File: src/rtl/reg_bank_param_if.sv
// ---------------------------------------------------------------------------
// reg_bank_param_if
// Bundles the write port, the two read ports and the written-flags vector of
// reg_bank_param.
//   master : drives wr_en/wr_addr/wr_data and rd_en_x/rd_addr_x,
//            observes rd_data_x/rd_valid_x/written
//   slave  : the register bank side (the reverse directions)
// Parameters must match those of the reg_bank_param instance attached to it.
// ---------------------------------------------------------------------------
interface reg_bank_param_if #(
    parameter int DATA_W = 16,
    parameter int ADDR_W = 3
);
    localparam int DEPTH = 2 ** ADDR_W;

    logic              wr_en;
    logic [ADDR_W-1:0] wr_addr;
    logic [DATA_W-1:0] wr_data;

    logic              rd_en_a;
    logic [ADDR_W-1:0] rd_addr_a;
    logic [DATA_W-1:0] rd_data_a;
    logic              rd_valid_a;

    logic              rd_en_b;
    logic [ADDR_W-1:0] rd_addr_b;
    logic [DATA_W-1:0] rd_data_b;
    logic              rd_valid_b;

    logic [DEPTH-1:0]  written;

    modport master (
        output wr_en, wr_addr, wr_data,
        output rd_en_a, rd_addr_a, rd_en_b, rd_addr_b,
        input  rd_data_a, rd_valid_a, rd_data_b, rd_valid_b, written
    );

    modport slave (
        input  wr_en, wr_addr, wr_data,
        input  rd_en_a, rd_addr_a, rd_en_b, rd_addr_b,
        output rd_data_a, rd_valid_a, rd_data_b, rd_valid_b, written
    );
endinterface

File: src/rtl/reg_bank_param.sv
// ---------------------------------------------------------------------------
// reg_bank_param
// Parameterised register bank: DEPTH = 2**ADDR_W registers of DATA_W bits,
// one write port and two independent registered read ports (A and B), plus a
// per-register "written since reset" flag vector.
//
// Ports:
//   clk    : clock, all state updates on rising edge
//   reset  : synchronous active-low reset
//   bus    : reg_bank_param_if.slave (write port, read ports A/B, written)
//
// Parameters:
//   DATA_W   : register / data width
//   ADDR_W   : address width
//   ZERO_REG : 1 -> register 0 reads as zero and ignores writes
//
// Build option:
//   REG_BANK_BYPASS_EN : when defined, a read and write to the same address in
//                        the same cycle returns the write data (write-first);
//                        otherwise the read returns the old value (read-first).
// ---------------------------------------------------------------------------
module reg_bank_param #(
    parameter int DATA_W   = 16,
    parameter int ADDR_W   = 3,
    parameter int ZERO_REG = 0
) (
    input  logic            clk,
    input  logic            reset,
    reg_bank_param_if.slave bus
);
    localparam int DEPTH = 2 ** ADDR_W;
    localparam int NPORT = 2;

    // Register storage and written flags
    logic [DATA_W-1:0] mem_q [DEPTH];
    logic [DATA_W-1:0] mem_d [DEPTH];
    logic [DEPTH-1:0]  written_q;
    logic [DEPTH-1:0]  written_d;

    // Effective write: a write to register 0 is dropped when it is hardwired
    logic wr_ok;
    assign wr_ok = bus.wr_en && !((ZERO_REG != 0) && (bus.wr_addr == '0));

    always_comb begin
        mem_d     = mem_q;
        written_d = written_q;
        if (wr_ok) begin
            mem_d[bus.wr_addr]     = bus.wr_data;
            written_d[bus.wr_addr] = 1'b1;
        end
    end

    always_ff @(posedge clk) begin
        if (!reset) begin
            for (int i = 0; i < DEPTH; i++) begin
                mem_q[i] <= '0;
            end
            written_q <= '0;
        end else begin
            mem_q     <= mem_d;
            written_q <= written_d;
        end
    end

    assign bus.written = written_q;

    // Read ports gathered into arrays so both ports share one description
    logic              rd_en      [NPORT];
    logic [ADDR_W-1:0] rd_addr    [NPORT];
    logic [DATA_W-1:0] rd_data_q  [NPORT];
    logic [DATA_W-1:0] rd_data_d  [NPORT];
    logic              rd_valid_q [NPORT];
    logic              rd_valid_d [NPORT];

    assign rd_en[0]   = bus.rd_en_a;
    assign rd_addr[0] = bus.rd_addr_a;
    assign rd_en[1]   = bus.rd_en_b;
    assign rd_addr[1] = bus.rd_addr_b;

    generate
        for (genvar gi = 0; gi < NPORT; gi++) begin : g_rd_port
            always_comb begin
                // Hold the previous data when idle; valid only on a request
                rd_data_d[gi]  = rd_data_q[gi];
                rd_valid_d[gi] = rd_en[gi];
                if (rd_en[gi]) begin
                    if ((ZERO_REG != 0) && (rd_addr[gi] == '0)) begin
                        rd_data_d[gi] = '0;
`ifdef REG_BANK_BYPASS_EN
                    end else if (wr_ok && (bus.wr_addr == rd_addr[gi])) begin
                        // Forward the data being written this cycle
                        rd_data_d[gi] = bus.wr_data;
`endif
                    end else begin
                        rd_data_d[gi] = mem_q[rd_addr[gi]];
                    end
                end
            end

            always_ff @(posedge clk) begin
                if (!reset) begin
                    rd_data_q[gi]  <= '0;
                    rd_valid_q[gi] <= 1'b0;
                end else begin
                    rd_data_q[gi]  <= rd_data_d[gi];
                    rd_valid_q[gi] <= rd_valid_d[gi];
                end
            end
        end
    endgenerate

    assign bus.rd_data_a  = rd_data_q[0];
    assign bus.rd_valid_a = rd_valid_q[0];
    assign bus.rd_data_b  = rd_data_q[1];
    assign bus.rd_valid_b = rd_valid_q[1];

endmodule

File: src/flat_wrapper.sv
// flat-port wrapper written by rule: the top's interface ports become plain ports
module reg_bank_param_flat 
#(
    parameter int DATA_W   = 16,
    parameter int ADDR_W   = 3,
    parameter int ZERO_REG = 0
)
  (clk, reset, bus_wr_en, bus_wr_addr, bus_wr_data, bus_rd_en_a, bus_rd_addr_a, bus_rd_en_b, bus_rd_addr_b, bus_rd_data_a, bus_rd_valid_a, bus_rd_data_b, bus_rd_valid_b, bus_written);
  reg_bank_param_if #(.DATA_W(DATA_W), .ADDR_W(ADDR_W)) bus_i ();
  input  logic clk;
  input  logic reset;
  input wire logic [$bits(bus_i.wr_en)-1:0] bus_wr_en;
  input wire logic [$bits(bus_i.wr_addr)-1:0] bus_wr_addr;
  input wire logic [$bits(bus_i.wr_data)-1:0] bus_wr_data;
  input wire logic [$bits(bus_i.rd_en_a)-1:0] bus_rd_en_a;
  input wire logic [$bits(bus_i.rd_addr_a)-1:0] bus_rd_addr_a;
  input wire logic [$bits(bus_i.rd_en_b)-1:0] bus_rd_en_b;
  input wire logic [$bits(bus_i.rd_addr_b)-1:0] bus_rd_addr_b;
  output wire logic [$bits(bus_i.rd_data_a)-1:0] bus_rd_data_a;
  output wire logic [$bits(bus_i.rd_valid_a)-1:0] bus_rd_valid_a;
  output wire logic [$bits(bus_i.rd_data_b)-1:0] bus_rd_data_b;
  output wire logic [$bits(bus_i.rd_valid_b)-1:0] bus_rd_valid_b;
  output wire logic [$bits(bus_i.written)-1:0] bus_written;
  assign bus_i.wr_en = bus_wr_en;
  assign bus_i.wr_addr = bus_wr_addr;
  assign bus_i.wr_data = bus_wr_data;
  assign bus_i.rd_en_a = bus_rd_en_a;
  assign bus_i.rd_addr_a = bus_rd_addr_a;
  assign bus_i.rd_en_b = bus_rd_en_b;
  assign bus_i.rd_addr_b = bus_rd_addr_b;
  assign bus_rd_data_a = bus_i.rd_data_a;
  assign bus_rd_valid_a = bus_i.rd_valid_a;
  assign bus_rd_data_b = bus_i.rd_data_b;
  assign bus_rd_valid_b = bus_i.rd_valid_b;
  assign bus_written = bus_i.written;
  reg_bank_param #(.DATA_W(DATA_W), .ADDR_W(ADDR_W), .ZERO_REG(ZERO_REG)) u_core (.clk(clk), .reset(reset), .bus(bus_i));
endmodule
File: config.mk
export PLATFORM = sky130hd
export DESIGN_NAME = reg_bank_param_flat
export DESIGN_NICKNAME = d
export VERILOG_FILES = /design/src/rtl/reg_bank_param_if.sv /design/src/rtl/reg_bank_param.sv /design/src/flat_wrapper.sv
export SDC_FILE = /design/constraint.sdc
export NUM_CORES = 1
export LEC_CHECK = 0
export CORE_MARGIN = 8
export CORE_UTILIZATION = 47
export DETAILED_ROUTE_END_ITERATION = 6
export PLACE_DENSITY = 0.71
export SYNTH_ARGS = -nofsm -noshare
export SYNTH_HDL_FRONTEND = slang
export SYNTH_SLANG_ARGS = --single-unit
File: constraint.sdc
create_clock -name clk -period 1.9 [get_ports clk]
set_clock_uncertainty 0.1 [all_clocks]
set_input_delay 0.19 -clock clk [delete_from_list [all_inputs] [get_ports clk]]
set_output_delay 0.19 -clock clk [all_outputs]
set_load 0.02 [all_outputs]
==> impl_metrics.csv, run 1 <==
group,metric,value,unit
final_layout,fillers,1522,
timing,timing.fmax,0.5576,GHz
setup_path,path_buf_inv,1,
power_and_ir_drop,power.density,832.4,nW/um^2
clocking,ctsResizeCount,0,
final_layout,layout.nets,1032,
worst_hold_path,whs_path_depth,2,
detailed_routing,vias_per_cell,5.770,
setup_path,cp.depth,1,
floorplanning,die_w,149.4,um
setup_path,slowest_stage,"clkdlybuf4s50_1",
setup_path,slowest_delay,0.65,ns
floorplanning,start_util,0.4820,
final_layout,drive_above_1_share,0.1611,
clocking,cts.path.max_buffers,2,
global_routing,grt_overflow,0,
global_routing,grt_pass1_wl,39910,um
timing,worst_slack,0.1068,ns
synthesis,syn_inst,939,
setup_path,rr_worst_depth,4,
timing,rsz0062_at_grt,"no",
setup_path,critPathArrivalTime,1.50,ns
synthesis,ys_ff_latch,170,
global_routing,grt_max_degree,49,
setup_path,cp-start-kind,"register",
synthesis,syn_avg_cell_area,8.909,sq um
timing,fin_crit,1.793,ns
final_layout,seq_area,3403,sq um
timing,setup_viol,0,
placed_design,numPortBuffers,71,
power_and_ir_drop,peakVddDrop,0.6829,mV
floorplanning,dieArea,22320,sq um
floorplanning,die_h,149.4,um
timing,slew_violations,0,
setup_path,crit_required,1.61,ns
synthesis,synth_area_leader_cell,"dfxtp_1",
placed_design,place_ws,-0.05419,ns
clocking,cts_setup_buffers,0,
placed_design,dp.cells,1208,
final_layout,area_delta_synth_final,20.97,%
timing,hold_viol_final,0,
clocking,cts_max_level,4,
global_routing,gr-usage-met2,0.3705,
detailed_routing,drt_iter0_drc,655,
clocking,cts_num_sinks,170,
clocking,cts-buffers-inserted,17,
placed_design,gp_congestion,0.8401,
timing,tightest_slew,0.7273,ns
synthesis,yosys.area.top_type_share,0.4068,
final_layout,fin_cells,1237,
synthesis,yosysSeqAreaShare,0.4068,
synthesis,syn_area,8366,sq um
setup_path,critPathKind,"register to output port",
clocking,cts_root_buf,"clkbuf_16",
flow_run,maxCapViolations,0,
final_layout,antenna_cells,0,
detailed_routing,routedWlPerCell,20.51,um
clocking,clkTransAtPathRegs,0.06,ns
floorplanning,core_area,17360,sq um
timing,slew_headroom,0.5142,
global_routing,grt_use_total,0.2300,
global_routing,grt_util_met1,0.2988,
detailed_routing,antenna_left,0,
final_layout,multi_input_area,4410,sq um
synthesis,async_flop_share,0,
synthesis,ys_warn_count,0,
global_routing,grt_pass1_vias,6956,
final_layout,final_cell_mix,"nand2_1 (262), dfxtp_1 (170), a21boi_0 (89)",
detailed_routing,via_count,7138,
timing,setup_tns,0,ns
setup_path,end_kind,"output port",
placed_design,dpl.hpwl,16500,um
synthesis,ys_types,35,
setup_path,worstPathCellList,"clkdlybuf4s50_1",
worst_hold_path,hold_path.class,"input pin to register",
outcome,status,"finished clean",
setup_path,crit_family,"buffers and inverters",
clocking,insertion_delay,0.43,ns
power_and_ir_drop,leakagePower,3.732,nW
detailed_routing,wl,25380,um
detailed_routing,drc,0,
synthesis,synth-edff-count,0,
global_routing,antenna_found_initial,0,
synthesis,ys_top_cells_by_area,"dfxtp_1 (41%), nand2_1 (12%), mux2_2 (8.6%)",
detailed_routing,dr.pass1.iters,5,
global_routing,grt_busiest_layer,"met2",
floorplanning,ios,72,
synthesis,synth_ff_type,"dfxtp_1",
clocking,cts_tree,"done",
power_and_ir_drop,total_power,8.423,mW
setup_path,crit_fanout,2,
global_routing,grtUsageMet3,0.04228,
floorplanning,rows,48,
timing,fin_crit_sh,0.9438,
final_layout,layout_commonest_cell,"nand2_1",
synthesis,synth_nets,969,
clocking,ctsHoldBuffers,0,
[sequential cells by signal, summed over array words and instances, names as in the netlist]
| signal | flops |
|---|---|
| u_core.mem_q | 128 |
| u_core.rd_valid_q | 2 |
| u_core.rd_data_q | 32 |
| u_core.bus.written | 8 |
[layout make-up]
cell class | count | share of cell area
multi-input cells | 683 | 0.4358
flip-flops and latches | 170 | 0.3363
repair buffers | 130 | 0.1417
clock buffers | 22 | 0.04686
well taps | 225 | 0.02782
clock inverters | 7 | 0.01150
[cell usage after synthesis, types with 4 or more instances]
cell	number
nand2_1	262
dfxtp_1	170
a21boi_0	89
mux2_2	64
mux2i_1	64
a21boi_1	39
clkbuf_1	37
a21oi_1	32
o21ai_0	32
buf_2	24
a221o_1	23
o22ai_1	23
a22oi_1	9
o221ai_1	9
o21a_1	8
buf_4	6
buf_12	5
buf_6	5
nand2b_1	5
buf_8	4
nor2b_1	4
[kinds of logic after synthesis]
kind of cell,after synthesis,share of synthesized area
AND/OR/NAND/NOR,291,0.1419
AO/OA/AOI/OAI,264,0.2226
flip-flops,170,0.4068
multiplexers,128,0.1627
buffers and inverters,86,0.06596
[where the power goes]
part / internal [mW] / switching [mW]
Sequential: 3.68 / 0.0802
Clock: 2.15 / 1.41
Combinational: 0.507 / 0.600
Total: 6.34 / 2.09
[metal layers]
layer  routed length [um]  vias to the layer above
met1                11260                     3450
met2                11980                      235
li1                     -                     3400
met5                    0                        -
met4                  676                        0
met3                 1462                       53
[path summary, 6_finish.rpt]
check | from | to | slack, ns
setup / recovery | u_core.rd_data_q[1][7] | bus_rd_data_b[7] | 0.11
hold / removal | reset | u_core.bus.written[6] | 0.15
setup reg to reg | u_core.mem_q[19] | u_core.rd_data_q[0][3] | 0.63
hold reg to reg | u_core.bus.written[0] | u_core.bus.written[0] | 0.36
[metrics by stage]
step	hold slack [ns]	cell area [sq um]	utilization
2_1_floorplan	0.2835	8366	-
3_3_place_gp	0.3463	9529	0.5490
3_5_place_dp	0.3531	9529	0.5490
4_1_cts	0.1250	10120	0.5830
5_1_grt	0.1541	10120	0.5830
6_report	0.1548	10120	0.5830
Note: power is estimated with default switching activity, not from simulation.
==> run 2, diff against run 1 <==
CORE_MARGIN = default   (was 8)
==> impl_metrics.csv, run 2 (synthesis results as in run 1) <==
group,metric,value,unit
outcome,status,"finished clean",
clocking,cts_setup_buffers,0,
timing,setup_viol,0,
global_routing,grt_pass1_wl,38650,um
clocking,ctsResizeCount,0,
global_routing,antenna_found_initial,0,
floorplanning,ios,72,
timing,slew_violations,0,
worst_hold_path,hp-start,"reset",
detailed_routing,drt_iter0_drc,623,
detailed_routing,routedWlPerCell,20.22,um
clocking,cts.path.max_buffers,2,
global_routing,grt_util_met1,0.3692,
global_routing,gr-usage-met2,0.4621,
final_layout,final_cell_mix,"nand2_1 (262), dfxtp_1 (170), a21boi_0 (89)",
setup_path,worstPathCellList,"clkdlybuf4s50_1",
final_layout,drive_above_1_share,0.1581,
setup_path,crit_family,"buffers and inverters",
final_layout,antenna_cells,0,
placed_design,numPortBuffers,71,
timing,fin_crit_sh,0.9670,
final_layout,layout_commonest_cell,"nand2_1",
floorplanning,die_w,135.4,um
final_layout,largest_reg_flops,128,
placed_design,gp_congestion,0.8269,
timing,fin_hold_ws,0.1931,ns
power_and_ir_drop,p_sw_frac,0.2725,
setup_path,critPathArrivalTime,1.55,ns
power_and_ir_drop,leakagePower,3.682,nW
setup_path,critPathKind,"register to output port",
power_and_ir_drop,total_power,8.292,mW
floorplanning,core_area,17360,sq um
clocking,cts_tree,"done",
detailed_routing,antenna_left,0,
clocking,clkTransAtPathRegs,0.07,ns
setup_path,crit_fanout,2,
power_and_ir_drop,power_frac_seq,0.453,
clocking,cts-buffers-inserted,17,
global_routing,grt_overflow,0,
floorplanning,dieArea,18340,sq um
timing,tightest_slew,0.4470,ns
setup_path,worstSetupStartpoint,"u_core.rd_data_q[1][7]",
clocking,cts_root_buf,"clkbuf_16",
final_layout,regMostFlops,"u_core.mem_q",
setup_path,cp-start-kind,"register",
detailed_routing,via_count,7149,
power_and_ir_drop,p_int,6.032,mW
clocking,cts_num_sinks,170,
worst_hold_path,hold_path.class,"input pin to register",
setup_path,r2r_start,"u_core.mem_q[19]",
final_layout,finalInstanceArea,10100,sq um
final_layout,area_delta_synth_final,20.68,%
final_layout,layout.nets,1023,
setup_path,slowest_delay,0.66,ns
detailed_routing,vias_per_cell,5.807,
floorplanning,rows,48,
global_routing,grt_use_total,0.2824,
detailed_routing,drc,0,
placed_design,postPlaceCellArea,9512,sq um
setup_path,crit_required,1.61,ns
power_and_ir_drop,p_clk_frac,0.414,
clocking,insertion_delay,0.44,ns
setup_path,end_kind,"output port",
setup_path,path_buf_inv,1,
detailed_routing,dr.pass1.iters,5,
flow_run,maxCapViolations,0,
power_and_ir_drop,p_switching,2.259,mW
global_routing,grtUsageMet3,0.04863,
floorplanning,start_util,0.4820,
timing,hold_viol_final,0,
global_routing,grt_busiest_layer,"met2",
final_layout,fin_cells,1231,
global_routing,grt_max_degree,117,
clocking,ctsHoldBuffers,0,
clocking,cts_max_level,4,
power_and_ir_drop,peakVddDrop,0.5946,mV
setup_path,slowest_stage,"clkdlybuf4s50_1",
floorplanning,die_h,135.4,um
timing,worst_slack,0.06278,ns
power_and_ir_drop,power.density,821.3,nW/um^2
power_and_ir_drop,p_comb_frac,0.134,
detailed_routing,wl,24890,um
timing,timing.fmax,0.5443,GHz
timing,slew_headroom,0.7020,
placed_design,dp.cells,1199,
timing,rsz0062_at_grt,"no",
placed_design,place_ws,-0.04219,ns
global_routing,grt_pass1_vias,6883,
placed_design,dpl.hpwl,15130,um
timing,fin_crit,1.837,ns
[run 2: cell types whose count changed in the layout (fill, tap and decap cells not counted), sizes merged]
| cell | previous run | this run |
|---|---|---|
| bufinv | 3 | 1 |
| clkinv | 2 | 3 |
| clkinvlp | 1 | 5 |
| buf | 62 | 53 |
| clkbuf | 22 | 17 |
| inv | 1 | 6 |
[run 2: worst paths after layout]
path                                                to  cells after the start  slack, ns
worst max-delay path                  bus_rd_data_b[7]                      1       0.06
worst min-delay path                  u_core.mem_q[52]                      3       0.19
worst max register to register  u_core.rd_data_q[0][3]                      4       0.62
worst min register to register   u_core.bus.written[5]                      1       0.37
[run 2: final cells by class]
| class | count | area (sq um) |
|---|---|---|
| Multi-Input combinational cell | 683 | 4410 |
| Fill cell | 1530 | 7261 |
| Tap cell | 225 | 281.5 |
| Clock buffer | 17 | 425.4 |
| Clock inverter | 15 | 158.9 |
| Sequential cell | 170 | 3403 |
| Timing Repair Buffer | 121 | 1416 |
[run 2: layer usage]
layer,vias up,wire (um)
met3,55,1441
met1,3445,10910
met4,0,712
li1,3386,-
met2,263,11830
met5,-,0
[run 2: through the flow]
| stage | utilization | setup TNS [ns] |
|---|---|---|
| 2_1_floorplan | - | 0 |
| 3_3_place_gp | 0.5480 | 0 |
| 3_5_place_dp | 0.5480 | -0.04895 |
| 4_1_cts | 0.5817 | 0 |
| 5_1_grt | 0.5817 | 0 |
| 6_report | 0.5817 | 0 |
[run 2: power groups by stage]
stage	Clock (mW)	Sequential, mW	Combinational (mW)
floorplan	0	3.88	0.595
global placement	0	3.83	1.09
detailed placement	0	3.83	1.09
CTS	3.46	3.75	1.10
global route	3.63	3.76	1.17
finish	3.43	3.75	1.11
